--- src/rtl/score_display.sv ---
// score_display: 16-bit kill count -> BCD (double-dabble) -> 4-digit muxed seven-segment display, saturating at 9999.
// Define SCORE_LZ_BLANK_EN to blank leading zeros (digit 0 always shown).
module score_display #(
  parameter int REFRESH_BITS = 18
) (
  input  logic        clk,
  input  logic        reset,
  input  logic [15:0] zombies_killed,
  output logic [3:0]  an,
  output logic [6:0]  ssd,
  output logic        dp,
  output logic        busy
);
  typedef enum logic [1:0] {IDLE, LOAD, SHIFT, COMMIT} state_t;
  state_t r_state, w_next;
  logic [15:0] r_last_val, r_shreg, r_d;
  logic [19:0] r_bcd, w_bcd_adj;
  logic [3:0] r_iter, w_digit;
  logic [REFRESH_BITS-1:0] r_scan_cnt;
  logic [1:0] w_sel;
  logic [6:0] w_seg, r_ssd;
  logic [3:0] r_an;
  logic r_dp, w_change, w_blank;
  always_ff @(posedge clk or negedge reset)
    if (!reset) r_state <= IDLE;
    else r_state <= w_next;
  always_comb begin
    w_change = zombies_killed != r_last_val;
    w_next = r_state == IDLE  ? (w_change ? LOAD : IDLE) :
             r_state == LOAD  ? SHIFT :
             r_state == SHIFT ? (r_iter == 4'd15 ? COMMIT : SHIFT) : IDLE;
  end
  always_comb busy = r_state != IDLE;
  for (genvar i = 0; i < 5; i++) begin : g_adj
    assign w_bcd_adj[4*i +: 4] = r_bcd[4*i +: 4] >= 4'd5 ? r_bcd[4*i +: 4] + 4'd3 : r_bcd[4*i +: 4];
  end
  always_ff @(posedge clk or negedge reset)
    if (!reset) begin
      r_last_val <= '0;
      r_shreg    <= '0;
      r_bcd      <= '0;
      r_iter     <= '0;
      r_d        <= '0;
    end else begin
      if (r_state == IDLE && w_change) r_last_val <= zombies_killed;
      if (r_state == LOAD) begin
        r_bcd   <= '0;
        r_shreg <= r_last_val;
        r_iter  <= '0;
      end
      if (r_state == SHIFT) begin
        {r_bcd, r_shreg} <= {w_bcd_adj, r_shreg} << 1;
        r_iter <= r_iter + 4'd1;
      end
      // a nonzero ten-thousands digit means the score exceeds the display range
      if (r_state == COMMIT) r_d <= r_bcd[19:16] != 4'd0 ? 16'h9999 : r_bcd[15:0];
    end
  always_comb begin
    w_sel   = r_scan_cnt[REFRESH_BITS-1 -: 2];
    w_digit = r_d[4*w_sel +: 4];
  end
`ifdef SCORE_LZ_BLANK_EN
  always_comb w_blank = w_sel == 2'd3 ? r_d[15:12] == 4'd0 :
                        w_sel == 2'd2 ? r_d[15:8] == 8'd0 :
                        w_sel == 2'd1 ? r_d[15:4] == 12'd0 : 1'b0;
`else
  always_comb w_blank = 1'b0;
`endif
  always_comb
    case (w_digit)
      4'd0:    w_seg = 7'b0000001;
      4'd1:    w_seg = 7'b1001111;
      4'd2:    w_seg = 7'b0010010;
      4'd3:    w_seg = 7'b0000110;
      4'd4:    w_seg = 7'b1001100;
      4'd5:    w_seg = 7'b0100100;
      4'd6:    w_seg = 7'b0100000;
      4'd7:    w_seg = 7'b0001111;
      4'd8:    w_seg = 7'b0000000;
      4'd9:    w_seg = 7'b0000100;
      default: w_seg = 7'b1111111;
    endcase
  always_ff @(posedge clk or negedge reset)
    if (!reset) begin
      r_scan_cnt <= '0;
      r_an       <= 4'b1111;
      r_ssd      <= 7'b1111111;
      r_dp       <= 1'b1;
    end else begin
      r_scan_cnt <= r_scan_cnt + REFRESH_BITS'(1);
      r_an       <= ~(4'b0001 << w_sel);
      r_ssd      <= w_blank ? 7'b1111111 : w_seg;
      r_dp       <= 1'b1;
    end
  assign an  = r_an;
  assign ssd = r_ssd;
  assign dp  = r_dp;
endmodule

--- config.mk ---
export PLATFORM = sky130hd
export DESIGN_NAME = score_display
export DESIGN_NICKNAME = d
export VERILOG_FILES = /design/src/rtl/score_display.sv
export SDC_FILE = /design/constraint.sdc
export NUM_CORES = 1
export LEC_CHECK = 0
export BUFFER_PORTS_ARGS = -buffer_cell sky130_fd_sc_hd__clkbuf_2
export CELL_PAD_IN_SITES_DETAIL_PLACEMENT = 1
export CELL_PAD_IN_SITES_GLOBAL_PLACEMENT = 1
export CORE_ASPECT_RATIO = 0.5
export CORE_UTILIZATION = 44
export CTS_CLUSTER_DIAMETER = 150
export CTS_CLUSTER_SIZE = 28
export DETAILED_ROUTE_END_ITERATION = 10
export HOLD_SLACK_MARGIN = 0.02
export PLACE_DENSITY = 0.8
export SYNTH_ARGS = -nofsm -noshare
export SYNTH_HDL_FRONTEND = slang
export SYNTH_SLANG_ARGS = --single-unit
--- constraint.sdc ---
create_clock -name clk -period 1.7 [get_ports clk]
set_input_delay 0.425 -clock clk [delete_from_list [all_inputs] [get_ports clk]]
set_output_delay 0.425 -clock clk [all_outputs]
set_load 0.02 [all_outputs]
### After elaboration in Yosys (flattened, before gate mapping)

Memories as Yosys holds them, arrays and structs flattened. A register that Yosys moved wholly into a read port is not among the register bits.
Cells that the tools add are included.

| word-level totals | value |
|---|---|
| register bits | 96 |
| word-level logic and storage cells | 52 |
| bits of input ports | 18 |
| output and inout bits | 13 |
| memories kept | 1 |
| memory bits (read-only) | 112 |

Memories:

| name | depth | width | rd ports | clocked after memory_dff | wr ports | RTL line | text |
|---|---|---|---|---|---|---|---|
| (no name shown) | 16 | 7 | 1 | 1 | 0 | 70 | `case (w_digit)` |

| operators by class | value |
|---|---|
| magnitude comparators | 5 |
| bitwise gates (word level) | 1 |
| $add $sub $neg | 7 |
| muxes and demuxes | 17 |
| reductions and logical operators | 6 |
| equality and inequality tests | 5 |
| shifts and indexed selects | 2 |

Operators by type and width:

| cell | number |
|---|---|
| 2-to-1 mux 16 bit | 3 |
| 2-to-1 mux 20 bit | 2 |
| 2-to-1 mux 4 bit | 6 |
| greater-or-equal comparator 4 x 3 -> 1 bit (second input constant) | 5 |
| adder 18 x 1 -> 18 bit (second input constant) | 1 |
| adder 4 x 2 -> 4 bit (second input constant) | 4 |
| != test 16 bit | 1 |
| variable part select 16 x 5 -> 4 bit | 1 |
| 2-to-1 mux 2 bit | 3 |
| adder 4 x 1 -> 4 bit (second input constant) | 1 |
| == test 2 bit (second input constant) | 2 |
| == test 4 bit (second input constant) | 1 |
| inverter 4 bit | 1 |
| nonzero test 2 bit | 2 |
| nonzero test 4 bit | 1 |
| << shifter 1 x 2 -> 4 bit (first input constant) | 1 |
| adder 3 x 2 -> 3 bit (second input constant) | 1 |
| 2-to-1 mux 3 bit | 1 |
| == test 2 x 1 -> 1 bit (second input constant) | 1 |
| logical NOT 2 bit | 1 |
| 2-to-1 mux 1 bit | 2 |
| logical AND 1 bit | 1 |
| logical NOT 1 bit | 1 |

### Longest topological paths before layout

Gate-level depths: netlist of run 1.

| depth | value |
|---|---|
| depth after elaboration | 5 |
| depth in mapped cells | 7 |
| mapped depth without buffers | 6 |

### Worst setup path before layout of run 1

No wires, ideal clock.

| path | value |
|---|---|
| kind | input to register |
| start point | input port zombies_killed[10] |
| end point | register r_last_val[10] |
| data required time | 1.575 ns |
| stages | 5 |
| setup slack | -0.222 ns |
| path buffers | 1 |
| setup time | 0.125 ns |
| data arrival time | 1.797 ns |
| cells stage by stage | xnor2_1 nand4_1 o41ai_4 buf_6 mux2_2 |

| on the way | value |
|---|---|
| longest elaborated chain between the ends | 2 |

Ends and longest elaborated chain:

| what | RTL line | text |
|---|---|---|
| start: declaration | 8 | `input logic [15:0] zombies_killed,` |
| != test 16 bit | 28 | `w_change = zombies_killed != r_last_val;` |
| logical AND 1 bit | 45 | `if (r_state == IDLE && w_change) r_last_val <= zombies_killed;` |
| end signal: assignment | 45 |  |
| end: declaration | 16 | `logic [15:0] r_last_val, r_shreg, r_d;` |

Parallel ways exist; a longest one is shown, timed or not.
A chain may end at the register's enable or synchronous reset.

### Final worst setup path of run 1

| path | value |
|---|---|
| start point | register r_last_val[11] |
| end point | register r_last_val[0] |

| on the way | value |
|---|---|
| longest elaborated chain between the ends | 2 |

Ends and longest elaborated chain:

| what | RTL line |
|---|---|
| != test 16 bit | 28 |
| logical AND 1 bit | 45 |

No other way between the ends.

==> flow_results.xml, run 1 <==
<?xml version="1.0" encoding="UTF-8"?>
<metrics>
  <group name="worst_setup_path">
    <metric name="timing.critical_path.fanout_max" unit="">5</metric>
    <metric name="worst_ep_required_time" unit="ns">1.93</metric>
    <metric name="rr_worst_depth" unit="">5</metric>
    <metric name="cp_data_arrival_time" unit="ns">2.13</metric>
    <metric name="worst_r2r_start" unit="">r_last_val[11]</metric>
    <metric name="timing.critical_path.slowest_stage_cell" unit="">sky130_fd_sc_hd__o41ai_4</metric>
    <metric name="critical_path.cell_chain" unit="">xnor2_2 -&gt; nand4_1 -&gt; o41ai_4 -&gt; buf_4 -&gt; mux2_4</metric>
    <metric name="crit_path_kind" unit="">flop to flop</metric>
    <metric name="regToRegEndpoint" unit="">r_last_val[0]</metric>
    <metric name="reg2reg_setup_slack" unit="ns">-0.20</metric>
    <metric name="worst_setup_path_end_kind" unit="">flop</metric>
    <metric name="timing.critical_path.slowest_cell_delay" unit="ns">0.49</metric>
    <metric name="start_kind" unit="">flop</metric>
  </group>
  <group name="sta">
    <metric name="hold_viol" unit="">0</metric>
    <metric name="timing.clock.skew" unit="ns">0.00487</metric>
    <metric name="setup_ws" unit="ns">-0.198</metric>
    <metric name="setup_viol_count_final" unit="">17</metric>
    <metric name="final_min_period_over_clock_period" unit="">1.12</metric>
    <metric name="minimum_clock_period_after_layout" unit="ns">1.90</metric>
    <metric name="tns" unit="ns">-2.88</metric>
    <metric name="grt_setup_unrepaired" unit="">yes</metric>
    <metric name="fmax" unit="MHz">527</metric>
    <metric name="slew_viol_final" unit="">0</metric>
  </group>
  <group name="cts">
    <metric name="cts.sinks" unit="">103</metric>
    <metric name="worst_setup_hold_path_clk_slew" unit="ns">0.07</metric>
    <metric name="tritoncts" unit="">built</metric>
    <metric name="cts.root.buffer_cell" unit="">sky130_fd_sc_hd__clkbuf_16</metric>
    <metric name="post_cts_hold_buffer_count" unit="">0</metric>
    <metric name="cts.htree.levels" unit="">3</metric>
    <metric name="clock_path_buffers" unit="">2</metric>
    <metric name="worstSkewPairLatency" unit="ns">0.35</metric>
    <metric name="cts_inserted_buffers" unit="">9</metric>
  </group>
  <group name="synthesis">
    <metric name="synth_top_area_share" unit="">0.467</metric>
    <metric name="synth.cells.most_frequent" unit="">sky130_fd_sc_hd__dfrtp_1 (92), sky130_fd_sc_hd__inv_1 (41), sky130_fd_sc_hd__xnor2_1 (34), sky130_fd_sc_hd__a21oi_1 (32), sky130_fd_sc_hd__nor2_1 (32)</metric>
    <metric name="synth_fp_nets" unit="">488</metric>
    <metric name="synth.top_cells.by_area" unit="">sky130_fd_sc_hd__dfrtp_1 (47%), sky130_fd_sc_hd__xnor2_1 (6.0%), sky130_fd_sc_hd__dfstp_2 (5.9%)</metric>
    <metric name="synth.yosys.warnings" unit="">0</metric>
    <metric name="yosys.cell_types.count" unit="">32</metric>
    <metric name="mappedNetlistArea" unit="um2">4930</metric>
    <metric name="yosysTopAreaCell" unit="">sky130_fd_sc_hd__dfrtp_1</metric>
    <metric name="async_flop_share" unit="">1.00</metric>
    <metric name="yosys.cell_count.top_type" unit="">sky130_fd_sc_hd__dfrtp_1</metric>
    <metric name="synth_edf_count" unit="">0</metric>
    <metric name="postSynthRegisterBits" unit="">103</metric>
    <metric name="synth-main-ff-cell" unit="">sky130_fd_sc_hd__dfrtp_1</metric>
    <metric name="post_synthesis_area_per_instance" unit="um2">11.0</metric>
    <metric name="yosysSeqAreaShare" unit="">0.526</metric>
    <metric name="netlist_instances" unit="">447</metric>
  </group>
  <group name="placement">
    <metric name="placement.io_buffers" unit="">29</metric>
    <metric name="hpwl" unit="mm">7.83</metric>
    <metric name="final_weighted_congestion_in_routability_driven_placement" unit="">0.724</metric>
    <metric name="post-place-cells" unit="">654</metric>
  </group>
  <group name="route">
    <metric name="drt-initial-drc-count" unit="">101</metric>
    <metric name="vias_per_cell" unit="">5.25</metric>
    <metric name="drt-pass1-iter-count" unit="">6</metric>
    <metric name="postRouteWirelength" unit="mm">11.7</metric>
    <metric name="post-route-drc-count" unit="">0</metric>
    <metric name="avgRoutedWirePerCell" unit="um">17.3</metric>
    <metric name="drt.antenna.violating_nets" unit="">0</metric>
    <metric name="number_of_vias_after_detailed_routing" unit="">3568</metric>
  </group>
  <group name="grt">
    <metric name="grt_max_degree" unit="">47</metric>
    <metric name="grt_first_pass_wirelength" unit="mm">19.5</metric>
    <metric name="grtUsageTotal" unit="">0.219</metric>
    <metric name="number_of_antenna_violations_at_the_first_check_in_global_routing" unit="">0</metric>
    <metric name="grt_overflow" unit="">0</metric>
    <metric name="grt_pass1_vias" unit="">3916</metric>
  </group>
  <group name="cells_and_area">
    <metric name="synthToLayoutAreaGrowth" unit="%">27.6</metric>
    <metric name="multiInputGateArea" unit="um2">2360</metric>
    <metric name="inserted_diodes" unit="">0</metric>
    <metric name="fill_cells" unit="">1109</metric>
    <metric name="drive_above_1_share" unit="">0.334</metric>
    <metric name="seqCellArea" unit="um2">2590</metric>
    <metric name="nets" unit="">575</metric>
    <metric name="layout.cells.non_filler" unit="">679</metric>
  </group>
  <group name="die">
    <metric name="die_area" unit="um2">11600</metric>
    <metric name="core.rowCount" unit="">26</metric>
    <metric name="die_w" unit="um">152</metric>
    <metric name="num_io_pins" unit="">31</metric>
    <metric name="floorplan.initialDensity" unit="">0.467</metric>
    <metric name="dieHeight" unit="um">76.8</metric>
    <metric name="core" unit="um2">10500</metric>
  </group>
  <group name="pwr">
    <metric name="report.power.total" unit="mW">11.3</metric>
    <metric name="power_leakage" unit="nW">2.85</metric>
    <metric name="worst_ir_drop_vdd" unit="uV">972</metric>
    <metric name="cellPowerDensity" unit="nW/um2">1790</metric>
  </group>
  <group name="status">
    <metric name="failing_checks" unit="">negative setup slack</metric>
    <metric name="run_status" unit="">complete, but fails checks</metric>
  </group>
  <group name="worst_hold_path">
    <metric name="min-delay-path-class" unit="">input pin to async pin</metric>
  </group>
  <group name="flow_run">
    <metric name="max_cap_violations" unit="">0</metric>
  </group>
</metrics>
==> worst max-delay path by stage <==
| stage | startpoint | endpoint | cells after the start |
|---|---|---|---|
| detailed placement | zombies_killed[9] | r_last_val[13] | 6 |
| finish | r_last_val[11] | r_last_val[0] | 5 |
| global placement | zombies_killed[9] | r_last_val[9] | 6 |
| global route | r_last_val[8] | r_last_val[0] | 5 |
| CTS | r_last_val[10] | r_last_val[0] | 5 |
| floorplan | r_last_val[4] | r_last_val[10] | 5 |
==> stage by stage <==
step	area, um2	worst slack, ns	utilization	hold slack (ns)
after floorplan	4980	-0.216	-	0.129
after global routing	6290	-0.240	0.596	0.0557
after global placement	5690	-0.240	0.540	0.409
after CTS	6160	-0.183	0.584	0.0365
after detailed placement	5690	-0.349	0.540	0.411
final	6290	-0.198	0.596	0.0315
==> report_power, final <==
| group | internal (mW) | switching, mW |
|---|---|---|
| Combinational | 2.61 | 2.67 |
| Sequential | 3.27 | 0.541 |
| Clock | 1.26 | 0.903 |
| Total | 7.15 | 4.11 |
==> logic make-up (layout without fill, tap and decap cells) <==
logic type	after synthesis	count (layout)	share of synthesized area
DFF	103	103	0.526
and+or+nand+nor	96	96	0.0965
AOI/OAI and AO/OA	80	80	0.0935
buffers and inverters	60	151	0.0488
muxes	43	44	0.103
xor gates and xnor gates	41	41	0.0729
adders and majority gates	23	23	0.0584
other	1	1	0.000761
==> cell type report <==
type	instances	area share
flip-flops and latches	103	0.412
clock buffers	14	0.0436
well taps	140	0.0279
inverters	41	0.0249
clock inverters	2	0.00597
repair buffers	94	0.109
multi-input cells	285	0.376
==> registers in the layout, indices dropped and copies added (netlist names) <==
signal      cells
r_state         2
r_d            16
r_scan_cnt     18
ssd             7
an              4
r_iter          4
r_shreg        16
r_last_val     16
r_bcd          20
==> critical path, delay by kind of cell (launching register included) <==
kind | cells | cell delay [ns]
mux | 1 | 0.31
compound gates | 1 | 0.49
buf+inv | 1 | 0.23
xor+xnor | 1 | 0.16
simple gates | 1 | 0.18
flops | 1 | 0.41
==> metal layers <==
layer	wire, um	global-route usage	share of wire	up-vias
met3	328	0.0530	0.028	16
met4	175	0.0614	0.015	0
met2	5890	0.367	0.50	53
met5	0	0	0	-
li1	-	-	-	1702
met1	5350	0.282	0.46	1797
==> timing repair <==
action	CTS	global route
gates resized for setup	23	24
gates cloned	1	0
setup buffers	5	3
setup endpoints to repair	23	28
pin swaps	12	5
==> cell usage in the layout, fill, tap and decap left out, types with 6 or more instances in the layout <==
cell type	n
sky130_fd_sc_hd__dfrtp_1	91
sky130_fd_sc_hd__buf_4	60
sky130_fd_sc_hd__inv_1	35
sky130_fd_sc_hd__nor2_1	32
sky130_fd_sc_hd__a21oi_1	27
sky130_fd_sc_hd__clkbuf_2	27
sky130_fd_sc_hd__xnor2_1	25
sky130_fd_sc_hd__o21ai_0	23
sky130_fd_sc_hd__o22ai_1	18
sky130_fd_sc_hd__mux2i_1	17
sky130_fd_sc_hd__mux2_4	17
sky130_fd_sc_hd__ha_1	17
sky130_fd_sc_hd__dfstp_2	11
sky130_fd_sc_hd__nand3_1	10
sky130_fd_sc_hd__nand4_1	10
sky130_fd_sc_hd__nand2_1	10
sky130_fd_sc_hd__nand2b_1	9
sky130_fd_sc_hd__xnor2_2	9
sky130_fd_sc_hd__clkbuf_16	9
sky130_fd_sc_hd__xor2_1	7
sky130_fd_sc_hd__and3_1	7
sky130_fd_sc_hd__nor3_1	6
(Power assumes the default switching activity.)
==> inputs of run 2 (changes only) <==
- CORE_UTILIZATION: 44 -> 30
- CTS_BUF_LIST: default -> sky130_fd_sc_hd__clkbuf_2
- PLACE_DENSITY: 0.8 -> 0.59
==> flow_results.xml, run 2 (synthesis gave the netlist of run 1 again) <==
<?xml version="1.0" encoding="UTF-8"?>
<metrics>
  <group name="cts">
    <metric name="clock_path_buffers" unit="">2</metric>
    <metric name="worstSkewPairLatency" unit="ns">0.61</metric>
    <metric name="cts.htree.levels" unit="">3</metric>
    <metric name="cts.root.buffer_cell" unit="">sky130_fd_sc_hd__clkbuf_2</metric>
    <metric name="cts_inserted_buffers" unit="">9</metric>
    <metric name="cts.sinks" unit="">103</metric>
    <metric name="worst_setup_hold_path_clk_slew" unit="ns">0.30</metric>
    <metric name="tritoncts" unit="">built</metric>
  </group>
  <group name="worst_hold_path">
    <metric name="worstHoldPathCells" unit="">3</metric>
    <metric name="min-delay-path-class" unit="">input pin to flop</metric>
  </group>
  <group name="cells_and_area">
    <metric name="fill_cells" unit="">1717</metric>
    <metric name="largest_register_ffs" unit="">20</metric>
    <metric name="nets" unit="">589</metric>
    <metric name="multiInputGateArea" unit="um2">2350</metric>
    <metric name="drive_above_1_share" unit="">0.336</metric>
    <metric name="seqCellArea" unit="um2">2590</metric>
    <metric name="inserted_diodes" unit="">0</metric>
    <metric name="post-route-cell-area" unit="um2">6500</metric>
    <metric name="largestRegisters" unit="">r_bcd (20), r_scan_cnt (18)</metric>
    <metric name="layout_commonest_cell" unit="">sky130_fd_sc_hd__dfrtp_1</metric>
    <metric name="layout_common_cells" unit="">sky130_fd_sc_hd__dfrtp_1 (91), sky130_fd_sc_hd__buf_4 (53), sky130_fd_sc_hd__inv_1 (36)</metric>
    <metric name="synthToLayoutAreaGrowth" unit="%">31.9</metric>
    <metric name="register_bank_with_the_most_flops" unit="">r_bcd</metric>
  </group>
  <group name="worst_setup_path">
    <metric name="rr_worst_depth" unit="">5</metric>
    <metric name="reg2reg_setup_slack" unit="ns">-0.17</metric>
    <metric name="timing.critical_path.fanout_max" unit="">2</metric>
    <metric name="worst_ep_required_time" unit="ns">1.27</metric>
    <metric name="worst_setup_path_end_kind" unit="">output pin</metric>
    <metric name="cp_data_arrival_time" unit="ns">1.50</metric>
    <metric name="crit_path_kind" unit="">flop to output pin</metric>
    <metric name="start_kind" unit="">flop</metric>
  </group>
  <group name="sta">
    <metric name="setup_ws" unit="ns">-0.228</metric>
    <metric name="slew_viol_final" unit="">0</metric>
    <metric name="holdWs" unit="ns">0.138</metric>
    <metric name="setup_viol_count_final" unit="">30</metric>
    <metric name="grt_setup_unrepaired" unit="">yes</metric>
    <metric name="minimum_clock_period_after_layout" unit="ns">1.93</metric>
    <metric name="tns" unit="ns">-2.99</metric>
    <metric name="timing.clock.skew" unit="ns">0.0457</metric>
    <metric name="fmax" unit="MHz">519</metric>
    <metric name="final_min_period_over_clock_period" unit="">1.13</metric>
    <metric name="hold_viol" unit="">0</metric>
  </group>
  <group name="grt">
    <metric name="grtUsageTotal" unit="">0.143</metric>
    <metric name="grt_max_degree" unit="">41</metric>
    <metric name="grt_pass1_vias" unit="">3810</metric>
    <metric name="grt_first_pass_wirelength" unit="mm">18.9</metric>
    <metric name="grt_overflow" unit="">0</metric>
    <metric name="number_of_antenna_violations_at_the_first_check_in_global_routing" unit="">0</metric>
  </group>
  <group name="die">
    <metric name="die_w" unit="um">183</metric>
    <metric name="floorplan.initialDensity" unit="">0.313</metric>
    <metric name="core" unit="um2">15700</metric>
    <metric name="die_area" unit="um2">17000</metric>
    <metric name="dieHeight" unit="um">92.6</metric>
    <metric name="num_io_pins" unit="">31</metric>
    <metric name="core.rowCount" unit="">32</metric>
  </group>
  <group name="placement">
    <metric name="final_weighted_congestion_in_routability_driven_placement" unit="">0.742</metric>
    <metric name="placement.io_buffers" unit="">29</metric>
    <metric name="hpwl" unit="mm">7.62</metric>
    <metric name="place_worst_setup_slack" unit="ns">-0.277</metric>
    <metric name="dpl-instance-area" unit="um2">5820</metric>
  </group>
  <group name="route">
    <metric name="drt.antenna.violating_nets" unit="">0</metric>
    <metric name="drt-initial-drc-count" unit="">93</metric>
    <metric name="avgRoutedWirePerCell" unit="um">14.3</metric>
    <metric name="postRouteWirelength" unit="mm">11.1</metric>
    <metric name="post-route-drc-count" unit="">0</metric>
    <metric name="drt-pass1-iter-count" unit="">4</metric>
    <metric name="number_of_vias_after_detailed_routing" unit="">3521</metric>
    <metric name="vias_per_cell" unit="">4.55</metric>
  </group>
  <group name="status">
    <metric name="run_status" unit="">complete, but fails checks</metric>
    <metric name="failing_checks" unit="">negative setup slack</metric>
  </group>
  <group name="pwr">
    <metric name="worst_ir_drop_vdd" unit="uV">964</metric>
    <metric name="power_leakage" unit="nW">2.86</metric>
    <metric name="cellPowerDensity" unit="nW/um2">1620</metric>
    <metric name="report.power.total" unit="mW">10.5</metric>
  </group>
  <group name="flow_run">
    <metric name="max_cap_violations" unit="">0</metric>
  </group>
</metrics>
==> run 2: changes by cell type in the layout (fill, tap and decap cells not counted), sizes merged <==
cell	delta
clkinvlp	+1
clkbuf	-15
inv	+1
dlygate4sd3	+12
mux4	-1
buf	+15
clkinv	+1
==> run 2: path summary, 6_finish.rpt <==
path | from | to
max in group asynchronous | reset | an[3]
worst max-delay path | r_state[0] | busy
min in group asynchronous | reset | r_shreg[9]
worst min-delay path | zombies_killed[13] | r_last_val[13]
worst min register to register | r_scan_cnt[0] | r_scan_cnt[0]
worst max register to register | r_last_val[4] | r_last_val[14]
==> run 2: area by class of cell <==
| cell class | instances | area share |
|---|---|---|
| clock buffers | 11 | 0.00847 |
| clock inverters | 5 | 0.00886 |
| inverters | 41 | 0.0245 |
| multi-input cells | 284 | 0.361 |
| flip-flops and latches | 103 | 0.399 |
| well taps | 221 | 0.0426 |
| repair buffers | 109 | 0.156 |
==> run 2: per-layer routing <==
metal / up-vias / track usage / wire (um) / share of wire
met2: 36 / 0.233 / 5270 / 0.48
met1: 1750 / 0.187 / 5400 / 0.49
met4: 0 / 0.0417 / 109 / 0.0099
li1: 1727 / - / - / -
met3: 8 / 0.0362 / 273 / 0.025
met5: - / 0 / 0 / 0
==> run 2: critical path, stage by stage, from the launching register on <==
cell                      delay (ns)
sky130_fd_sc_hd__dfrtp_1        0.48
sky130_fd_sc_hd__inv_2          0.10
sky130_fd_sc_hd__ha_4           0.15
sky130_fd_sc_hd__inv_4          0.04
sky130_fd_sc_hd__buf_8          0.12
==> run 2: timing repair <==
action | 4_1_cts | 5_1_grt
buffers inserted | 9 | 3
setup endpoints to repair | 34 | 41
pin swaps | 11 | 12
resized for setup | 47 | 47
hold buffers | 9 | 3
hold endpoints to repair | 100 | 3
==> run 2: stage by stage <==
step / utilization / instances
floorplan: - / 447
global placement: 0.370 / 734
detailed placement: 0.370 / 734
CTS: 0.400 / 768
global route: 0.413 / 774
finish: 0.413 / 774
==> run 2: power breakdown <==
part / internal (mW) / leakage [nW] / total, mW / switching (mW)
clock network: 0.350 / 0.0662 / 1.19 / 0.839
registers: 3.26 / 1.28 / 3.75 / 0.482
logic: 2.93 / 1.51 / 5.59 / 2.66
total: 6.54 / 2.86 / 10.5 / 3.98
